File: src/rtl/uart_pkg.sv
// Shared UART definitions: line FSM state type and default clocking constants
// used by both the transmit and receive sides.
package uart_pkg;

    localparam int DEFAULT_CLK_FREQ  = 100_000_000;
    localparam int DEFAULT_BAUD_RATE = 115200;

    typedef enum logic [1:0] {
        IDLE  = 2'd0,
        START = 2'd1,
        DATA  = 2'd2,
        STOP  = 2'd3
    } uart_state_t;

    function automatic int calc_div(input int clk_freq, input int baud_rate);
        return clk_freq / baud_rate;
    endfunction

    // A divider of 1 still needs a one-bit counter to have a legal vector width.
    function automatic int cnt_width(input int div);
        return (div > 1) ? $clog2(div) : 1;
    endfunction

endpackage

File: src/rtl/baud_gen.sv
// Bit-period timer: pulses bit_tick once every DIV clocks, held at phase zero
// while clear is high so a new frame always starts a full bit period.
module baud_gen
    import uart_pkg::*;
#(
    parameter int DIV = 10
) (
    input  logic clk,
    input  logic reset,
    input  logic clear,
    output logic bit_tick
);

    localparam int CNT_W = cnt_width(DIV);
    localparam logic [CNT_W-1:0] LAST = CNT_W'(DIV - 1);

    logic [CNT_W-1:0] count;

    always_ff @(posedge clk or posedge reset) begin
        if (reset) begin
            count <= '0;
        end else if (clear || (count == LAST)) begin
            count <= '0;
        end else begin
            count <= count + 1'b1;
        end
    end

    assign bit_tick = !clear && (count == LAST);

endmodule

File: src/rtl/uart_tx.sv
// 8N1 UART transmitter: start bit, eight data bits LSB first, stop bit,
// each held for CLK_FREQ/BAUD_RATE clocks.
module uart_tx
    import uart_pkg::*;
#(
    parameter int CLK_FREQ  = DEFAULT_CLK_FREQ,
    parameter int BAUD_RATE = DEFAULT_BAUD_RATE
) (
    input  logic       clk,
    input  logic       reset,
    input  logic       tx_start,
    input  logic [7:0] tx_data,
    output logic       tx,
    output logic       tx_busy,
    output logic       tx_done
);

    localparam int DIV = calc_div(CLK_FREQ, BAUD_RATE);

    uart_state_t state;
    logic [7:0]  shreg;
    logic [2:0]  bit_idx;
    logic        bit_tick;
    logic        baud_clear;

    // Timer is parked at zero whenever idle, so the accept edge restarts it.
    assign baud_clear = (state == IDLE);

    baud_gen #(
        .DIV(DIV)
    ) u_baud_gen (
        .clk     (clk),
        .reset   (reset),
        .clear   (baud_clear),
        .bit_tick(bit_tick)
    );

    // The shift register is consumed from bit 0, so tx always takes shreg[0]
    // at a bit boundary and the byte seen on the line is the one captured
    // at accept, regardless of later tx_data activity.
    always_ff @(posedge clk or posedge reset) begin
        if (reset) begin
            state   <= IDLE;
            tx      <= 1'b1;
            tx_busy <= 1'b0;
            tx_done <= 1'b0;
            shreg   <= '0;
            bit_idx <= '0;
        end else begin
            tx_done <= 1'b0;
            case (state)
                IDLE: begin
                    if (tx_start) begin
                        shreg   <= tx_data;
                        tx      <= 1'b0;
                        tx_busy <= 1'b1;
                        state   <= START;
                    end
                end
                START: begin
                    if (bit_tick) begin
                        tx      <= shreg[0];
                        shreg   <= {1'b0, shreg[7:1]};
                        bit_idx <= '0;
                        state   <= DATA;
                    end
                end
                DATA: begin
                    if (bit_tick) begin
                        if (bit_idx == 3'd7) begin
                            tx    <= 1'b1;
                            state <= STOP;
                        end else begin
                            tx      <= shreg[0];
                            shreg   <= {1'b0, shreg[7:1]};
                            bit_idx <= bit_idx + 1'b1;
                        end
                    end
                end
                STOP: begin
                    if (bit_tick) begin
                        tx_busy <= 1'b0;
                        tx_done <= 1'b1;
                        state   <= IDLE;
                    end
                end
                default: begin
                    state <= IDLE;
                end
            endcase
        end
    end

endmodule

File: config.mk
export PLATFORM = sky130hd
export DESIGN_NAME = uart_tx
export DESIGN_NICKNAME = d
export VERILOG_FILES = /design/src/rtl/uart_pkg.sv /design/src/rtl/baud_gen.sv /design/src/rtl/uart_tx.sv
export SDC_FILE = /design/constraint.sdc
export NUM_CORES = 1
export LEC_CHECK = 0
export BUFFER_PORTS_ARGS = -buffer_cell sky130_fd_sc_hd__buf_2
export CAP_MARGIN = 20
export CORE_MARGIN = 2
export CORE_UTILIZATION = 58
export DETAILED_ROUTE_END_ITERATION = 12
export HOLD_SLACK_MARGIN = 0.1
export PLACE_DENSITY_LB_ADDON = 0.08
export SYNTH_ARGS = -nofsm -noshare
export SYNTH_HDL_FRONTEND = slang
export SYNTH_HIERARCHICAL = 1
export SYNTH_SLANG_ARGS = --single-unit
File: constraint.sdc
create_clock -name clk -period 2.6 [get_ports clk]
set_input_delay 0.52 -clock clk [delete_from_list [all_inputs] [get_ports clk]]
set_output_delay 0.52 -clock clk [all_outputs]
set_load 0.005 [all_outputs]
==> impl_metrics.yaml, run 1 <==
detailed_routing:
  drc: 0
  final_antenna_net_count: 0
  dr.pass1.iters: 4
  drt-wirelength-per-cell_um: 13.8
  wirelength_mm: 2.44
  vias: 992
  viasPerCell: 5.60
  drt-initial-drc-count: 30
power:
  vdd_drop_max_uv: 361
  p_comb_frac: 0.043
  p_leak_nw: 0.751
  p_int_uw: 511
  switching_power_uw: 133
  power_density_nw_per_um2: 396
  seqPwrFrac: 0.643
  finalPower_uw: 644
  p_clk_frac: 0.314
  switching_share: 0.207
finish:
  stdcell_count: 177
  multiInputGateArea_um2: 791
  areaGrowthSynthToFinish_pct: 9.34
  nets: 170
  stdcell_area_um2: 1630
  register_area_um2: 652
  diodes: 0
  drive_gt1_frac: 0.340
  nFillCells: 198
floorplan:
  die_h_um: 54.6
  rows: 18
  dieArea_um2: 2990
  start_util: 0.606
  die_width_um: 54.6
  ios: 14
  core_um2: 2450
yosys:
  yosys_warnings: 6
  synthCells: 130
  syn-cell-area_um2: 1490
  async_flop_share: 1.00
  synth_seq_cells: 26
  synth-edff-count: 0
  ys_seq_area_frac: 0.438
  synthFlopType: "dfrtp_1"
  ys_types: 35
  avgSynthCellArea_um2: 11.4
  synth_fp_nets: 152
timing:
  fmax_mhz: 436
  worst_pin_slew_ps: 643
  period_share: 0.883
  min_period_ps: 2300
  setup_viol: 0
  slew_violations: 0
  hold_viol: 0
  fin_skew_ps: 4.45
  slew_headroom: 0.571
  rsz0062_at_grt: "no"
  setup_tns_ps: 0
critical_path:
  criticalPathCategory: "flip-flop to flip-flop"
  crit_required_ps: 2820
  crit_fanout: 8
  slowest_delay_ps: 480
  crit_chain: "ha_1, and4bb_1, nand4_1, nor2_1, o21ba_2, a2111oi_4, buf_4, mux2_2"
  crit_arrival_ps: 2510
  start_kind: "flip-flop"
  cp_slowest_cell: "dfrtp_1"
  critPathCaptureType: "flip-flop"
global_routing:
  grt_pass1_wl_mm: 3.86
  grt_usage: 0.183
  use_met2: 0.268
  top_usage_layer: "met2"
  grt_pass1_vias: 874
  grt_use_met1: 0.265
  use_met3: 0.0328
  grt.overflow.total: 0
  antenna_found_initial: 0
  grt_max_degree: 17
clock_network:
  post_cts_buffers: 0
  clk_pin_slew_ps: 140
  cts_root_buf: "clkbuf_4"
  ctsResizeCount: 0
  htreeDepth: 1
  cts_tree: "yes"
  cts_buffer_depth: 2
  cts_made_buffers: 3
  cts-hold-fix-buffers: 0
  cts.sinks: 26
  clk_latency_ps: 310
run:
  drv_cap: 0
placement:
  place_area_um2: 1590
  dp_hpwl_mm: 1.87
  routabilityCongestion: 0.803
  dp_cells: 173
  port_buffers: 13
outcome:
  status: "completed"
worst_hold_path:
  hold_path.class: "input pin to asynchronous set/reset pin"
## Yosys cell counts (2+ instances only)
library cell	instances	area (µm²)
nor3_1	2	10.0
mux2i_1	3	30.0
o21ai_0	4	20.0
xor2_1	2	17.5
nand2b_1	2	12.5
nand2_1	7	26.3
a21oi_2	4	35.0
and2_1	2	12.5
nand4_1	3	18.8
o211ai_1	2	15.0
nor2b_1	3	18.8
dfrtp_1	25	626
nand3_1	6	30.0
inv_1	8	30.0
ha_1	11	138
nor2_1	4	15.0
or3_1	4	25.0
nor2_2	4	25.0
mux2_2	18	203
## placed cells by master (no fill, tap or decap), types with 2 or more instances in the layout
cell      synthesis  final
nor2_1            4      4
buf_2             0     13
ha_1             11     11
and2_1            2      2
o21ai_0           4      4
a21oi_2           4      4
dfrtp_1          25     25
nand2b_1          2      2
nand2_1           7      7
mux2_2           18     18
nor2b_1           3      3
o211ai_1          2      2
nor2_2            4      4
buf_4             0      2
nand3_1           6      6
xor2_1            2      2
nor3_1            2      2
inv_1             8      8
clkbuf_4          0      3
mux2i_1           3      3
or3_1             4      4
nand4_1           3      3
## per-layer routing
| metal | share of wire | vias to the layer above |
|---|---|---|
| met5 | 0 | - |
| met4 | 0.012 | 0 |
| met3 | 0.038 | 2 |
| met2 | 0.47 | 25 |
| met1 | 0.48 | 469 |
| li1 | - | 496 |
## final cells by class
cell class / count / share of cell area
multi-input cells: 94 / 0.486
flip-flops and latches: 26 / 0.401
repair buffers: 15 / 0.0492
well taps: 30 / 0.0231
clock buffers: 4 / 0.0223
inverters: 8 / 0.0185
## power by group through the flow
stage	Sequential (mW)	Clock, mW	Combinational [mW]
floorplan	0.420	0	0.0174
global placement	0.421	0	0.0272
detailed placement	0.422	0	0.0284
CTS	0.414	0.210	0.0286
global route	0.415	0.233	0.0314
finish	0.414	0.203	0.0277
## path summary, 6_finish.rpt
| check | startpoint | end | slack (ps) | cells past startpoint |
|---|---|---|---|---|
| min reg2reg | shreg[2]$_DFFE_PP0P_ | shreg[2]$_DFFE_PP0P_ | 520 | 1 |
| min in group clk | tx_start | tx_busy$_DFFE_PP0P_ | 520 | 3 |
| max reg2reg | u_baud_gen/count[0]$_DFF_PP0_ | shreg[1]$_DFFE_PP0P_ | 300 | 8 |
| min | reset | u_baud_gen/count[2]$_DFF_PP0_ | 160 | 2 |
| max | u_baud_gen/count[0]$_DFF_PP0_ | shreg[1]$_DFFE_PP0P_ | 300 | 8 |
| max in group asynchronous | reset | tx_done$_DFF_PP0_ | 1920 | 2 |
## logic make-up (layout without fill, tap and decap cells)
kind of cell,Yosys count,after routing,share of synthesized area
multiplexers,21,21,0.156
XOR/XNOR,3,3,0.0177
flip-flops,26,26,0.438
AND/OR/NAND/NOR,41,41,0.159
adder cells (fa/ha/maj),11,11,0.0925
AO/OA/AOI/OAI,18,18,0.106
buffers and inverters,10,27,0.0303
## worst max-delay path, delay by kind of cell (launching register included)
kind	cells	cell delay, ps
mux	1	350
flops	1	480
simple gates	3	500
fa+ha+maj	1	280
buf+inv	1	220
compound gates	2	380
## per-stage QoR
step / util / setup slack (ps) / hold WS [ps]
after floorplan: - / 336 / 360
after global placement: 0.648 / 424 / 485
after detailed placement: 0.648 / 317 / 496
after CTS: 0.663 / 293 / 161
after global routing: 0.663 / 143 / 155
final: 0.663 / 305 / 164
## sequential cells by signal, indices dropped and copies added (netlist names)
signal and count:
tx_busy 1, u_baud_gen/count 10, state 2, tx 1
shreg 8, bit_idx 3, tx_done 1
(Power assumes the default switching activity.)
==> run 2, diff against run 1 <==
- CELL_PAD_IN_SITES_DETAIL_PLACEMENT: default -> 0
- CELL_PAD_IN_SITES_GLOBAL_PLACEMENT: default -> 1
- CORE_UTILIZATION: 58 -> 46
- SLEW_MARGIN: default -> 30
==> run 2 against run 1 <==
Compared with the run above:
- via count grew 1.1%
- setup slack lost 23 ps
- clock power shrank 14%
- total power shrank 4.3%
- first-iteration DRC count grew 20%
- core utilization shrank 13 points
- wire length grew 4.9%
- die area grew 24%
- hold slack gained 13 ps
- count of clock-buffer cells in the layout is the same
- highest routed layer unchanged
==> impl_metrics.yaml, run 2 (synthesis results as in run 1) <==
finish:
  top_regs: "u_baud_gen/count: 10 flops, shreg: 8 flops, bit_idx: 3 flops"
  drive_gt1_frac: 0.333
  layout_common_cells: "dfrtp_1 (25), mux2_2 (18), buf_2 (13)"
  diodes: 0
  final_common_cell: "dfrtp_1"
  areaGrowthSynthToFinish_pct: 9.84
  largest_register_ffs: 10
  nets: 170
  stdcell_area_um2: 1630
  registers.top_by_ff_count: "u_baud_gen/count"
  register_area_um2: 652
  nFillCells: 299
  fin_util: 0.535
  multiInputGateArea_um2: 791
timing:
  min_period_ps: 2320
  period_share: 0.892
  worst_pin_slew_ps: 611
  slew_violations: 0
  rsz0062_at_grt: "no"
  setup_viol: 0
  fmax_mhz: 431
  hold_viol: 0
  setup_tns_ps: 0
  hold_ws_ps: 177
  slew_headroom: 0.592
  fin_skew_ps: 5.84
critical_path:
  crit_arrival_ps: 2530
  crit_required_ps: 2810
  crit_fanout: 8
  criticalPathCategory: "flip-flop to flip-flop"
  critPathCaptureType: "flip-flop"
  start_kind: "flip-flop"
worst_hold_path:
  hold_path.class: "input pin to asynchronous set/reset pin"
floorplan:
  die_width_um: 60.9
  rows: 20
  ios: 14
  dieArea_um2: 3710
  die_h_um: 60.9
  core_um2: 3050
  start_util: 0.487
global_routing:
  grt_pass1_wl_mm: 4.52
  top_usage_layer: "met2"
  grt_max_degree: 17
  antenna_found_initial: 0
  grt_pass1_vias: 1038
  grt_use_met1: 0.222
  grt_usage: 0.162
  use_met3: 0.0192
  use_met2: 0.269
  grt.overflow.total: 0
clock_network:
  post_cts_buffers: 0
  clk_latency_ps: 310
  cts_root_buf: "clkbuf_4"
  cts-hold-fix-buffers: 0
  clk_pin_slew_ps: 140
  htreeDepth: 1
  cts_buffer_depth: 2
  ctsResizeCount: 0
  cts_made_buffers: 3
  cts.sinks: 26
  cts_tree: "yes"
power:
  p_comb_frac: 0.045
  finalPower_uw: 616
  p_int_uw: 485
  switching_power_uw: 131
  p_clk_frac: 0.283
  power_density_nw_per_um2: 377
  switching_share: 0.213
  vdd_drop_max_uv: 230
  p_leak_nw: 0.745
  seqPwrFrac: 0.672
detailed_routing:
  vias: 1003
  dr.pass1.iters: 3
  drt-wirelength-per-cell_um: 13.4
  wirelength_mm: 2.56
  viasPerCell: 5.25
  drc: 0
  final_antenna_net_count: 0
  drt-initial-drc-count: 36
outcome:
  status: "completed"
placement:
  routabilityCongestion: 0.759
  dp_hpwl_mm: 1.89
  port_buffers: 13
  place_area_um2: 1610
run:
  drv_cap: 0
[run 2: cell counts in the layout (fill, tap and decap cells not counted)]
No cell type changed its count.
[run 2: layout make-up]
class	count	share of cell area
inverters	8	0.0184
well taps	44	0.0337
clock buffers	4	0.0161
multi-input cells	94	0.484
repair buffers	15	0.0490
flip-flops and latches	26	0.399
[run 2: layer usage]
metal,vias up,part of all wire
met5,-,0
met4,0,0.0070
met3,2,0.023
met2,11,0.47
met1,494,0.50
li1,496,-
[run 2: final timing paths]
kind,start,slack (ps),cells past startpoint,endpoint
max,u_baud_gen/count[0]$_DFF_PP0_,280,8,shreg[5]$_DFFE_PP0P_
max in group asynchronous,reset,1940,2,state[1]$_DFFE_PP0P_
max reg2reg,u_baud_gen/count[0]$_DFF_PP0_,280,8,shreg[5]$_DFFE_PP0P_
min reg2reg,shreg[4]$_DFFE_PP0P_,520,1,shreg[4]$_DFFE_PP0P_
min in group clk,shreg[4]$_DFFE_PP0P_,520,1,shreg[4]$_DFFE_PP0P_
min,reset,180,2,u_baud_gen/count[1]$_DFF_PP0_
[run 2: metrics by stage]
stage / setup WS, ps / std cells
2_1_floorplan: 336 / 130
3_3_place_gp: 419 / 187
3_5_place_dp: 284 / 187
4_1_cts: 236 / 191
5_1_grt: 54.4 / 191
6_report: 281 / 191
[run 2: power groups by stage]
stage	Clock (mW)	Combinational (mW)	Sequential, mW
2_1_floorplan	0	0.0174	0.420
3_3_place_gp	0	0.0278	0.421
3_5_place_dp	0	0.0292	0.422
4_1_cts	0.191	0.0292	0.414
5_1_grt	0.209	0.0316	0.415
6_report	0.174	0.0278	0.414
[run 2: worst max-delay path: stages, from the launching register on]
cell and delay, ps:
dfrtp_1 470, ha_1 300, and4bb_1 260, nand4_1 100, nor2_1 140, o21ba_2 200, a2111oi_4 180, buf_4 210
mux2_2 340
==> run 3, diff against run 2 <==
- CORE_UTILIZATION: 46 -> 45
- SYNTH_HIERARCHICAL: 1 -> default
==> run 3 against run 2 <==
Compared with the run above:
- register-to-register slack better by 70 ps
- sequential cell count unchanged
- non-clock buffer count shrank 1
- hold slack improved by 40 ps
- critical path type unchanged
- highest routed layer unchanged
==> impl_metrics.yaml, run 3 <==
clock_network:
  cts_buffer_depth: 2
  cts_tree: "yes"
  post_cts_buffers: 0
  cts-hold-fix-buffers: 0
  htreeDepth: 1
  clk_latency_ps: 330
  ctsResizeCount: 0
  cts.sinks: 26
  cts_made_buffers: 3
  cts_root_buf: "clkbuf_4"
  clk_pin_slew_ps: 140
detailed_routing:
  final_antenna_net_count: 0
  drt-initial-drc-count: 19
  viasPerCell: 5.46
  dr.pass1.iters: 4
  vias: 906
  drt-wirelength-per-cell_um: 13.4
  drc: 0
  wirelength_mm: 2.23
finish:
  areaGrowthSynthToFinish_pct: 10.1
  stdcell_count: 166
  register_area_um2: 652
  final_common_cell: "dfrtp_1"
  layout_common_cells: "dfrtp_1 (25), nor2_1 (13), buf_2 (13)"
  drive_gt1_frac: 0.230
  multiInputGateArea_um2: 653
  registers.top_by_ff_count: "u_baud_gen.count"
  nFillCells: 262
  diodes: 0
  nets: 155
  top_regs: "u_baud_gen.count: 10 flops, shreg: 8 flops, bit_idx: 3 flops"
  largest_register_ffs: 10
critical_path:
  crit_chain: "ha_1, or3b_4, nor4_1, o2111a_1, mux2_1"
  crit_required_ps: 2820
  crit_family: "simple AND/OR/NAND/NOR gates"
  cp_slowest_cell: "o2111a_1"
  crit_fanout: 8
  r2r_start: "u_baud_gen.count[0]$_DFF_PP0_"
  crit_arrival_ps: 2470
  critPathCaptureType: "flip-flop"
  slowest_delay_ps: 440
  regToRegSetupSlack_ps: 350
  crit_buf_inv: 0
  start_kind: "flip-flop"
  criticalPathCategory: "flip-flop to flip-flop"
  critPathLaunch: "u_baud_gen.count[0]$_DFF_PP0_"
placement:
  dp_cells: 162
  routabilityCongestion: 0.777
  port_buffers: 13
  dp_hpwl_mm: 1.67
  dp_slack_ps: 346
yosys:
  syn-cell-area_um2: 1350
  yosys-top-cells-area: "dfrtp_1 (46%), mux2_1 (8.3%), ha_1 (7.4%)"
  synthTopCellsByCount: "dfrtp_1 (25), nor2_1 (13), mux2_1 (10)"
  async_flop_share: 1.00
  synth_area_leader_cell: "dfrtp_1"
  ys_seq_area_frac: 0.483
  synthCells: 119
  synth_top_cell_area_share: 0.463
  yosys_warnings: 0
  synthFlopType: "dfrtp_1"
  synth.most_common_cell: "dfrtp_1"
  synth-edff-count: 0
  avgSynthCellArea_um2: 11.3
  ys_types: 33
  synth_seq_cells: 26
  synth_fp_nets: 138
floorplan:
  die_width_um: 58.8
  rows: 19
  die_h_um: 58.8
  ios: 14
  dieArea_um2: 3450
  start_util: 0.481
  core_um2: 2810
timing:
  worst_pin_slew_ps: 736
  slew_headroom: 0.506
  setup_viol: 0
  fin_skew_ps: 6.14
  fmax_mhz: 445
  rsz0062_at_grt: "no"
  hold_viol: 0
  min_period_ps: 2250
  period_share: 0.865
  hold_ws_ps: 216
  slew_violations: 0
  setup_tns_ps: 0
  setup_slack_ps: 351
run:
  drv_cap: 0
power:
  power_density_nw_per_um2: 425
  vdd_drop_max_uv: 259
  finalPower_uw: 631
  p_leak_nw: 0.751
global_routing:
  grt_usage: 0.156
  grt_pass1_vias: 934
  grt.overflow.total: 0
  grt_max_degree: 27
  grt_pass1_wl_mm: 4.11
  antenna_found_initial: 0
worst_hold_path:
  hold_path.class: "input pin to asynchronous set/reset pin"
outcome:
  status: "completed"
run 3: cell types whose count changed after synthesis, moves of 4 or more:
cell	previous run	this run
a21oi_2	4	0
nor2_1	4	13
mux2_1	0	10
mux2_2	18	8
nor2_2	4	0
run 3: cells by family after synthesis:
group | synth area share
compound gates | 0.0741
xor+xnor | 0.0454
fa+ha+maj | 0.0741
buf+inv | 0.0334
flops | 0.483
mux | 0.150
simple gates | 0.140
run 3: through the flow:
step / area [µm²] / util
finish: 1490 / 0.530
global route: 1490 / 0.530
CTS: 1490 / 0.530
detailed placement: 1450 / 0.517
global placement: 1450 / 0.517
floorplan: 1350 / -
run 3: final timing paths:
path                                                      end  depth (start not counted)
worst max-delay path                     shreg[5]$_DFFE_PP0P_                          5
worst min-delay path            u_baud_gen.count[1]$_DFF_PP0_                          3
worst max register to register           shreg[5]$_DFFE_PP0P_                          5
worst min register to register  u_baud_gen.count[0]$_DFF_PP0_                          1
max in group asynchronous                      tx$_DFFE_PP1P_                          3
min in group clk                          tx_busy$_DFFE_PP0P_                          3
run 3: area by class of cell:
class,instances,area share
inverters,9,0.0227
flip-flops and latches,26,0.439
repair buffers,14,0.0488
clock buffers,4,0.0244
multi-input cells,82,0.439
well taps,31,0.0261
run 3: worst register-to-register path: cells and delay by family, from the launching register on:
kind / cells / cell delay (ps)
flops: 1 / 410
fa+ha+maj: 1 / 240
compound gates: 1 / 440
simple gates: 2 / 690
mux: 1 / 370
run 3: routing by layer:
layer | up-vias | GRT usage | wire length (µm)
met2 | 13 | 0.252 | 1040
met1 | 441 | 0.206 | 1090
met3 | 6 | 0.0264 | 61
li1 | 446 | - | -
met4 | 0 | 0.0682 | 38
met5 | - | 0 | 0
run 3: power by group:
part | switching [mW] | total, mW | leakage [nW] | internal, mW
Combinational | 0.00963 | 0.0164 | 0.390 | 0.00679
Clock | 0.125 | 0.210 | 0.0210 | 0.0858
Sequential | 0 | 0.405 | 0.340 | 0.405
